[src/rtl/fsm_trigger_payload_if.sv]
// Host-side bundle between a Mealy FSM's output decode and the trigger/payload unit.
// Carries the host state, inputs and golden outputs in, and the payload-adjusted outputs and status out.
// No flow control: every signal is valid on every cycle.
interface fsm_trigger_payload_if #(
    parameter int NX = 7,
    parameter int NY = 9,
    parameter int SW = 4,
    parameter int CW = 8
);
    logic [SW-1:0] state_in;
    logic [NX-1:0] x_in;
    logic [NY-1:0] y_in;
    logic [NY-1:0] y_out;
    logic          fired;
    logic [CW-1:0] trig_cnt;

    modport master (
        output state_in, x_in, y_in,
        input  y_out, fired, trig_cnt
    );

    modport slave (
        input  state_in, x_in, y_in,
        output y_out, fired, trig_cnt
    );
endinterface

[src/rtl/fsm_trigger_payload.sv]
// Counts qualified visits to a host state and, past a threshold, corrupts masked outputs.
// Latency: y_out is combinational from the inputs; fired/trig_cnt update on the falling edge.
// No backpressure: the block observes and rewrites the host outputs every cycle.
module fsm_trigger_payload #(
    parameter int            NX         = 7,
    parameter int            NY         = 9,
    parameter int            SW         = 4,
    parameter int            CW         = 8,
    parameter logic [SW-1:0] TRIG_STATE = SW'(8),
    parameter logic [NX-1:0] XMASK      = 7'b0000100,
    parameter logic [NX-1:0] XVAL       = 7'b0000100,
    parameter int            THRESH     = 5,
    parameter int            WIN        = 0,
    parameter int            SCOPE      = 0,
    parameter int            MODE       = 0,
    parameter logic [NY-1:0] PMASK      = 9'b000001011
) (
    input  logic clk,
    input  logic rst,
    fsm_trigger_payload_if.slave bus
);
    localparam int            WW       = (WIN > 1) ? $clog2(WIN + 1) : 1;
    localparam logic [CW-1:0] TH_LAST  = CW'(THRESH - 1);
    localparam logic [WW-1:0] WIN_LAST = WW'((WIN > 0) ? WIN - 1 : 0);

    typedef enum logic [1:0] {
        IDLE  = 2'd0,
        COUNT = 2'd1,
        FIRED = 2'd2
    } state_t;

    state_t        state;
    logic [CW-1:0] cnt;
    logic [WW-1:0] wcnt;
    logic [NY-1:0] frz;
    logic          fired_q;

    logic          ev;
    logic          at_last;
    logic          strike;
    logic          active;
    logic [NY-1:0] frz_src;
    logic [NY-1:0] y_pay;

    always_ff @(negedge clk or posedge rst) begin
        if (rst) begin
            state   <= IDLE;
            cnt     <= '0;
            wcnt    <= '0;
            frz     <= '0;
            fired_q <= 1'b0;
        end else begin
            case (state)
                IDLE, COUNT: begin
                    if (ev) begin
                        // An event always beats a coincident window expiry.
                        cnt  <= cnt + 1'b1;
                        wcnt <= '0;
                        if (at_last) begin
                            state   <= FIRED;
                            fired_q <= 1'b1;
                            frz     <= bus.y_in;
                        end else begin
                            state <= COUNT;
                        end
                    end else if (state == COUNT && WIN > 0) begin
                        if (wcnt == WIN_LAST) begin
                            state <= IDLE;
                            cnt   <= '0;
                            wcnt  <= '0;
                        end else begin
                            wcnt <= wcnt + 1'b1;
                        end
                    end
                end
                FIRED: begin
                    fired_q <= 1'b1;
                end
                default: begin
                    state   <= IDLE;
                    cnt     <= '0;
                    wcnt    <= '0;
                    fired_q <= 1'b0;
                end
            endcase
        end
    end

    always_comb begin
        ev      = (bus.state_in == TRIG_STATE) && ((bus.x_in & XMASK) == XVAL);
        at_last = (cnt == TH_LAST);
        // The firing event itself is already corrupted, before fired registers.
        strike  = fired_q || (ev && at_last);
        active  = !rst && ((SCOPE != 0) ? strike : (strike && ev));
        frz_src = fired_q ? frz : bus.y_in;
        if (MODE == 0) begin
            y_pay = bus.y_in & ~PMASK;
        end else if (MODE == 1) begin
            y_pay = bus.y_in ^ PMASK;
        end else begin
            y_pay = (bus.y_in & ~PMASK) | (frz_src & PMASK);
        end
        bus.y_out = active ? y_pay : bus.y_in;
    end

    assign bus.fired    = fired_q;
    assign bus.trig_cnt = cnt;
endmodule

[src/flat_wrapper.sv]
// flat-port wrapper written by rule: the top's interface ports become plain ports
module fsm_trigger_payload_flat 
#(
    parameter int            NX         = 7,
    parameter int            NY         = 9,
    parameter int            SW         = 4,
    parameter int            CW         = 8,
    parameter logic [SW-1:0] TRIG_STATE = SW'(8),
    parameter logic [NX-1:0] XMASK      = 7'b0000100,
    parameter logic [NX-1:0] XVAL       = 7'b0000100,
    parameter int            THRESH     = 5,
    parameter int            WIN        = 0,
    parameter int            SCOPE      = 0,
    parameter int            MODE       = 0,
    parameter logic [NY-1:0] PMASK      = 9'b000001011
)
  (clk, rst, bus_state_in, bus_x_in, bus_y_in, bus_y_out, bus_fired, bus_trig_cnt);
  fsm_trigger_payload_if #(.NX(NX), .NY(NY), .SW(SW), .CW(CW)) bus_i ();
  input  logic clk;
  input  logic rst;
  input wire logic [$bits(bus_i.state_in)-1:0] bus_state_in;
  input wire logic [$bits(bus_i.x_in)-1:0] bus_x_in;
  input wire logic [$bits(bus_i.y_in)-1:0] bus_y_in;
  output wire logic [$bits(bus_i.y_out)-1:0] bus_y_out;
  output wire logic [$bits(bus_i.fired)-1:0] bus_fired;
  output wire logic [$bits(bus_i.trig_cnt)-1:0] bus_trig_cnt;
  assign bus_i.state_in = bus_state_in;
  assign bus_i.x_in = bus_x_in;
  assign bus_i.y_in = bus_y_in;
  assign bus_y_out = bus_i.y_out;
  assign bus_fired = bus_i.fired;
  assign bus_trig_cnt = bus_i.trig_cnt;
  fsm_trigger_payload #(.NX(NX), .NY(NY), .SW(SW), .CW(CW), .TRIG_STATE(TRIG_STATE), .XMASK(XMASK), .XVAL(XVAL), .THRESH(THRESH), .WIN(WIN), .SCOPE(SCOPE), .MODE(MODE), .PMASK(PMASK)) u_core (.clk(clk), .rst(rst), .bus(bus_i));
endmodule
[config.mk]
export PLATFORM = sky130hd
export DESIGN_NAME = fsm_trigger_payload_flat
export DESIGN_NICKNAME = d
export VERILOG_FILES = /design/src/rtl/fsm_trigger_payload_if.sv /design/src/rtl/fsm_trigger_payload.sv /design/src/flat_wrapper.sv
export SDC_FILE = /design/constraint.sdc
export NUM_CORES = 1
export LEC_CHECK = 0
export ABC_AREA = 1
export CORE_MARGIN = 5
export CORE_UTILIZATION = 39
export CTS_CLUSTER_DIAMETER = 80
export CTS_CLUSTER_SIZE = 16
export DETAILED_ROUTE_END_ITERATION = 16
export PLACE_DENSITY = 0.81
export SLEW_MARGIN = 20
export SYNTH_ARGS = -nofsm -noshare
export SYNTH_HDL_FRONTEND = slang
export SYNTH_SLANG_ARGS = --single-unit
[constraint.sdc]
create_clock -name clk -period 1.47 [get_ports clk]
set_clock_uncertainty 0.1 [all_clocks]
set_input_delay 0.147 -clock clk [delete_from_list [all_inputs] [get_ports clk]]
set_output_delay 0.147 -clock clk [all_outputs]
set_load 0.005 [all_outputs]
Yosys cells after proc, flatten, opt, wreduce, memory -nomap -nowiden
Index checks and enable logic that the tools add are counted.
{"block": "word_totals", "out_inout_bits": 18, "regBits": 11, "inputBits": 22, "elab_cells": 30}
{"block": "op_classes", "n_reduce_logical": 10, "n_addsub": 1, "mux": 9, "bitwise_logic": 1, "eq_ne": 6}
{"operator": "$pmux 8 s2", "count": 1}
{"operator": "$add 8x1->8 const B", "count": 1}
{"operator": "$eq 8x3->1 const B", "count": 1}
{"operator": "$mux 8", "count": 1}
{"operator": "$eq 4x4->1 const B", "count": 1}
{"operator": "$logic_and 1x1->1", "count": 4}
{"operator": "$mux 2", "count": 2}
{"operator": "$mux 4", "count": 1}
{"operator": "$ne 2x1->1 const B", "count": 2}
{"operator": "$pmux 2 s2", "count": 1}
{"operator": "$reduce_and 2->1", "count": 2}
{"operator": "$eq 2x1->1 const B", "count": 1}
{"operator": "$eq 2x2->1 const B", "count": 1}
{"operator": "$logic_not 2->1", "count": 1}
{"operator": "$mux 1", "count": 2}
{"operator": "$pmux 1 s2", "count": 1}
{"operator": "$reduce_or 2->1", "count": 1}
{"operator": "$logic_not 1->1", "count": 1}
{"operator": "$logic_or 1x1->1", "count": 1}
{"operator": "$not 1->1", "count": 1}

Longest topological paths before layout
Gate-level depths: netlist of run 1.
{"block": "depth", "ltp_word": 7, "depth_mapped": 8, "mapped_depth_nobuf": 8}

==> results of run 1 <==
## per-stage QoR
step | power [µW] | setup slack, ns | std cells
floorplan | 515 | -0.520 | 106
global placement | 677 | -0.933 | 163
detailed placement | 689 | -0.990 | 163
CTS | 959 | -0.891 | 182
global route | 1040 | -0.961 | 183
finish | 981 | -0.897 | 183
## kinds of logic after synthesis
family / after synthesis / share of synthesized area, %
AND/OR/NAND/NOR: 61 / 39.6
buffers and inverters: 23 / 14.0
flip-flops: 11 / 34.3
AO/OA/AOI/OAI: 7 / 6.71
XOR/XNOR: 2 / 2.18
adder cells (fa/ha/maj): 2 / 3.12
## power groups by stage
stage          registers, µW  logic [µW]  clock network (µW)
2_1_floorplan            377         138                   0
3_3_place_gp             358         319                   0
3_5_place_dp             361         328                   0
4_1_cts                  356         372                 232
5_1_grt                  361         423                 252
6_report                 357         396                 229
## what timing repair did
| action | CTS | global route |
|---|---|---|
| pin swaps | 11 | 9 |
| endpoints found under the setup margin | 23 | 23 |
| resized for setup | 89 | 23 |
| gates cloned | 0 | 0 |
| setup buffers | 17 | 5 |
## registers in the layout, summed over array words and instances (netlist names)
| name | flops |
|---|---|
| u_core.bus.trig_cnt | 8 |
| u_core.state | 2 |
| u_core.bus.fired | 1 |
## worst max-delay path: cells and delay by family (launching register included)
family	cells	cell delay (ns)
flip-flops	1	0.43
AND/OR/NAND/NOR	3	0.41
buffers and inverters	2	0.19
AO/OA/AOI/OAI	1	0.07
## placed cells by master, fill, tap and decap left out
cell type        synthesis  layout
a21boi_1                 3       1
a21boi_2                 0       2
a21oi_2                  0       1
buf_12                   0       1
buf_2                    0       4
buf_4                    7      17
buf_6                    0      25
clkbuf_2                 0       1
clkbuf_4                 0       3
clkdlybuf4s15_1          0       1
clkdlybuf4s50_1          0       4
clkinv_2                 0       1
dfrtn_1                 11      11
ha_1                     2       1
ha_4                     0       1
inv_1                   14       8
inv_2                    2       7
inv_4                    0       1
nand2_1                 29      22
nand2_2                  2       8
nand2_4                  2       3
nand3_1                  7       2
nand3_2                  1       5
nand3_4                  1       2
nand4_1                  2       2
nor2_1                  10       9
nor2_2                   2       2
nor2_4                   3       4
nor3_1                   1       1
nor3_4                   0       1
o21ai_2                  3       3
xnor2_1                  1       1
xor2_1                   1       1
## final cells by class
type	count	area (µm²)
fillers	137	552
multi-input cells	72	507
repair buffers	53	504
flip-flops and latches	11	275
inverters	16	62.6
well taps	27	33.8
clock buffers	3	22.5
clock inverters	1	5.00
## per-layer routing
layer	global-route usage, %	share of wire, %
met5	0	0
met4	11.1	4.8
met3	5.83	6.0
met2	35.5	54
met1	18.2	35
## how the worst max path moves through the flow
stage,end,slack (ns)
floorplan,bus_y_out[0],-0.52
finish,bus_y_out[0],-0.90
global route,bus_y_out[0],-0.96
global placement,bus_y_out[1],-0.93
detailed placement,bus_y_out[1],-0.99
CTS,bus_y_out[1],-0.89
==> results.toml, run 1 <==
[clocking]
cts.path.max_buffers = 2
ctsHoldBuffers = 0
tritoncts = "done"
clk_pin_slew_ns = 0.05
h-tree-depth = 1
cts_buffers = 3
clk_latency_ns = 0.29
clock-sinks = 11
cts-root-buf = "clkbuf_4"

[job]
cap_violations = 0

[final_layout]
antenna_cells = 0
area_growth_pct = 75.8
fin_nets = 181
drive_gt1_share_pct = 59.0
design_area_um2 = 1410
fin_util_pct = 71.9

[global_route]
grtUsageTotal_pct = 19.1
grt_overflow = 0
antenna_found_initial = 0
grt_pass1_vias = 957
grt_pass1_wl_mm = 4.57
grt_max_degree = 12

[yosys]
ys_ff_latch = 11
syn-mean-instance-area_um2 = 7.57
netlist_top_cells_area = "dfrtn_1 34%, nand2_1 14%, buf_4 6.6%"
synth_nets = 130
synth-edff-count = 0
seq_area_frac_synth_pct = 34.3
synth.distinct_cells = 22
synth_area_um2 = 802
synth_top_cell_area_share_pct = 34.3
synth_top_flop_cell = "dfrtn_1"
synth_area_leader_cell = "dfrtn_1"
yosysMostFrequentCell = "nand2_1"
synthTopCellsByCount = "29 x nand2_1, 14 x inv_1, 11 x dfrtn_1"
synth-async-reset-ratio_pct = 100
yosysWarnings = 0
synthCells = 106

[floorplanning]
die-area_um2 = 3060
die_h_um = 55.4
start_util_pct = 40.9
dieWidth_um = 55.4
top_level_ports = 40
placementRows = 16
core-area_um2 = 1960

[route]
post-route-drc-count = 0
wl_per_cell_um = 15.4
dr_total_vias = 914
dr.pass1.iters = 4
routed_wl_mm = 2.82
vias_per_cell = 4.99
antenna_left = 0
drt-initial-drc-count = 33

[pwr]
p_switching_uw = 321
power_frac_comb_pct = 40.3
power_density_nw_per_um2 = 696
seq_power_share_pct = 36.3
sw_frac_of_total_pct = 32.7
p_leak_uw = 0.000715
p_int_uw = 660
peakVddDrop_uv = 530
clock_power_share_pct = 23.3

[place]
port_buffers = 21
hpwlAfterDp_mm = 1.69
gp_congestion = 0.761
placed_area_um2 = 1150

[setup_path]
regToRegSetupSlack_ns = -0.12
timing.rr.end = "u_core.bus.trig_cnt[6]"
reg2reg_from = "u_core.bus.trig_cnt[0]"
crit_slowest_cell = "dfrtn_1"
critPathLaunchType = "flip-flop"
path_cells = "inv_2 -> nor2_1 -> nand4_1 -> nand2_2 -> a21boi_1 -> buf_2"
cp.required_ns = 1.22
r2r_cells = 8
critPathMaxStageDelay_ns = 0.43
arrival_ns = 2.12
crit_start = "u_core.bus.trig_cnt[2]"
critPathMaxFanout = 3
worst-setup-path-type = "reg -> out"
endpoint_kind = "output pin"

[sta]
setup_violations = 21
holdWs_ns = 0.194
drv_slew = 0
rsz0062_at_grt = "true"
tns_ns = -7.82
hold_viol = 0
tightest_slew_ns = 0.353
relSlewSlack_pct = 76.5
finalWorstSetupSlack_ns = -0.897

[hold_path]
min_to = "bus_y_out[2]"
min_path_cells = 0
min_path_type = "in -> out"
hold_start = "bus_y_in[2]"

[run_status]
status = "complete, but fails checks"
violations = "setup timing"
Note: power is estimated with default switching activity, not from simulation.
==> run 2, diff against run 1 <==
GPL_TIMING_DRIVEN = 0   (was default)
==> run 2 against run 1 <==
The flow still finishes with violations (setup timing). Via count decreased by 0.66%. Utilization shrank 1.5 points. Critical path depth unchanged. Register-to-register slack improved by 0.03 ns. Cell count increased by 1.6%. Largest power group unchanged. Highest routed layer unchanged.
==> results.toml, run 2 (synthesis results as in run 1) <==
[setup_path]
critPathMaxFanout = 3
cp.required_ns = 1.22
crit_start = "u_core.bus.trig_cnt[2]"
critPathLaunchType = "flip-flop"
arrival_ns = 2.19
worst-setup-path-type = "reg -> out"
reg2reg_from = "u_core.bus.trig_cnt[2]"
endpoint_kind = "output pin"

[place]
pre_cts_ws_ns = -1.10
placed_area_um2 = 1130
port_buffers = 27
gp_congestion = 0.749
hpwlAfterDp_mm = 1.50

[sta]
relSlewSlack_pct = 69.2
tns_ns = -7.74
finalWorstSetupSlack_ns = -0.964
hold_viol = 0
rsz0062_at_grt = "true"
tightest_slew_ns = 0.462
drv_slew = 0
setup_violations = 21

[run_status]
status = "complete, but fails checks"
violations = "setup timing"

[final_layout]
ff_latch_area_um2 = 275
largest_register_ffs = 8
area_growth_pct = 72.2
drive_gt1_share_pct = 52.2
multiInputGateArea_um2 = 504
final_cell_mix = "26 x nand2_1, 22 x buf_4, 14 x buf_6"
mostFrequentLayoutCell = "nand2_1"
design_area_um2 = 1380
fillers = 154
antenna_cells = 0
fin_nets = 184

[global_route]
antenna_found_initial = 0
grt_max_degree = 12
grtUsageTotal_pct = 16.6
grt_pass1_wl_mm = 4.07
grt_pass1_vias = 877
grt_overflow = 0

[floorplanning]
die_h_um = 55.4
start_util_pct = 40.9
die-area_um2 = 3060
dieWidth_um = 55.4
placementRows = 16
core-area_um2 = 1960
top_level_ports = 40

[route]
dr_total_vias = 908
antenna_left = 0
drt-initial-drc-count = 21
vias_per_cell = 4.88
routed_wl_mm = 2.75
dr.pass1.iters = 4
wl_per_cell_um = 14.8
post-route-drc-count = 0

[clocking]
cts_buffers = 3
ctsHoldBuffers = 0
cts.path.max_buffers = 2
clock-sinks = 11
cts-root-buf = "clkbuf_4"
clk_latency_ns = 0.29
h-tree-depth = 1
clk_pin_slew_ns = 0.05
tritoncts = "done"

[pwr]
p_leak_uw = 0.000694
peakVddDrop_uv = 595
power_density_nw_per_um2 = 737

[hold_path]
hold_start = "u_core.bus.trig_cnt[1]"
min_path_type = "reg -> reg"

[job]
cap_violations = 0
-- run 2: cell count changes in the layout (fill, tap and decap cells not counted), sizes merged --
cell,before,now
buf,47,45
clkdlybuf4s50,4,10
clkinv,1,0
-- run 2: routing by layer --
metal	global-route usage [%]	vias up	part of all wire, %	wire length [µm]
met1	17.5	445	36	995
met5	0	-	0	0
met3	6.06	6	4.9	135
li1	-	429	-	-
met4	4.51	0	1.7	48
met2	30.6	28	57	1570
-- run 2: critical path, cell delays in order (launching register included) --
cell      delay [ns]
dfrtn_1         0.44
inv_2           0.06
nor2_1          0.18
nand4_1         0.15
nand2_1         0.13
a21boi_1        0.08
buf_2           0.13
-- run 2: worst paths after layout --
kind | endpoint | slack (ns) | cells past startpoint
min | u_core.bus.trig_cnt[1] | 0.43 | 2
max | bus_y_out[3] | -0.96 | 6
max in group asynchronous | u_core.bus.trig_cnt[0] | 0.20 | 2
min in group asynchronous | u_core.bus.trig_cnt[5] | 0.72 | 2
min reg2reg | u_core.bus.trig_cnt[1] | 0.43 | 2
max reg2reg | u_core.bus.trig_cnt[5] | -0.09 | 8
-- run 2: area by class of cell --
class                   instances  share of cell area [%]
plain buffers                   7                    3.80
clock buffers                   4                    1.90
inverters                      16                    4.53
multi-input cells              72                    36.5
flip-flops and latches         11                    19.9
well taps                      27                    2.45
repair buffers                 49                    30.9
-- run 2: power breakdown --
part | switching [µW] | internal, µW
clock | 115 | 106
sequential | 23.1 | 334
combinational | 186 | 254
-- run 2: timing repair --
item	in CTS	in global routing
pin swaps	15	9
hold endpoints to repair	0	0
setup endpoints to repair	23	21
gates resized for setup	86	11
buffers inserted	19	6
-- run 2: stage by stage --
step / util, % / hold WS, ns / std cells / power, µW
6_report: 70.4 / 0.431 / 186 / 1020
5_1_grt: 70.4 / 0.441 / 186 / 1070
4_1_cts: 67.0 / 0.405 / 183 / 975
3_5_place_dp: 57.8 / 0.367 / 160 / 638
3_3_place_gp: 57.8 / 0.354 / 160 / 631
2_1_floorplan: - / 0.275 / 106 / 515
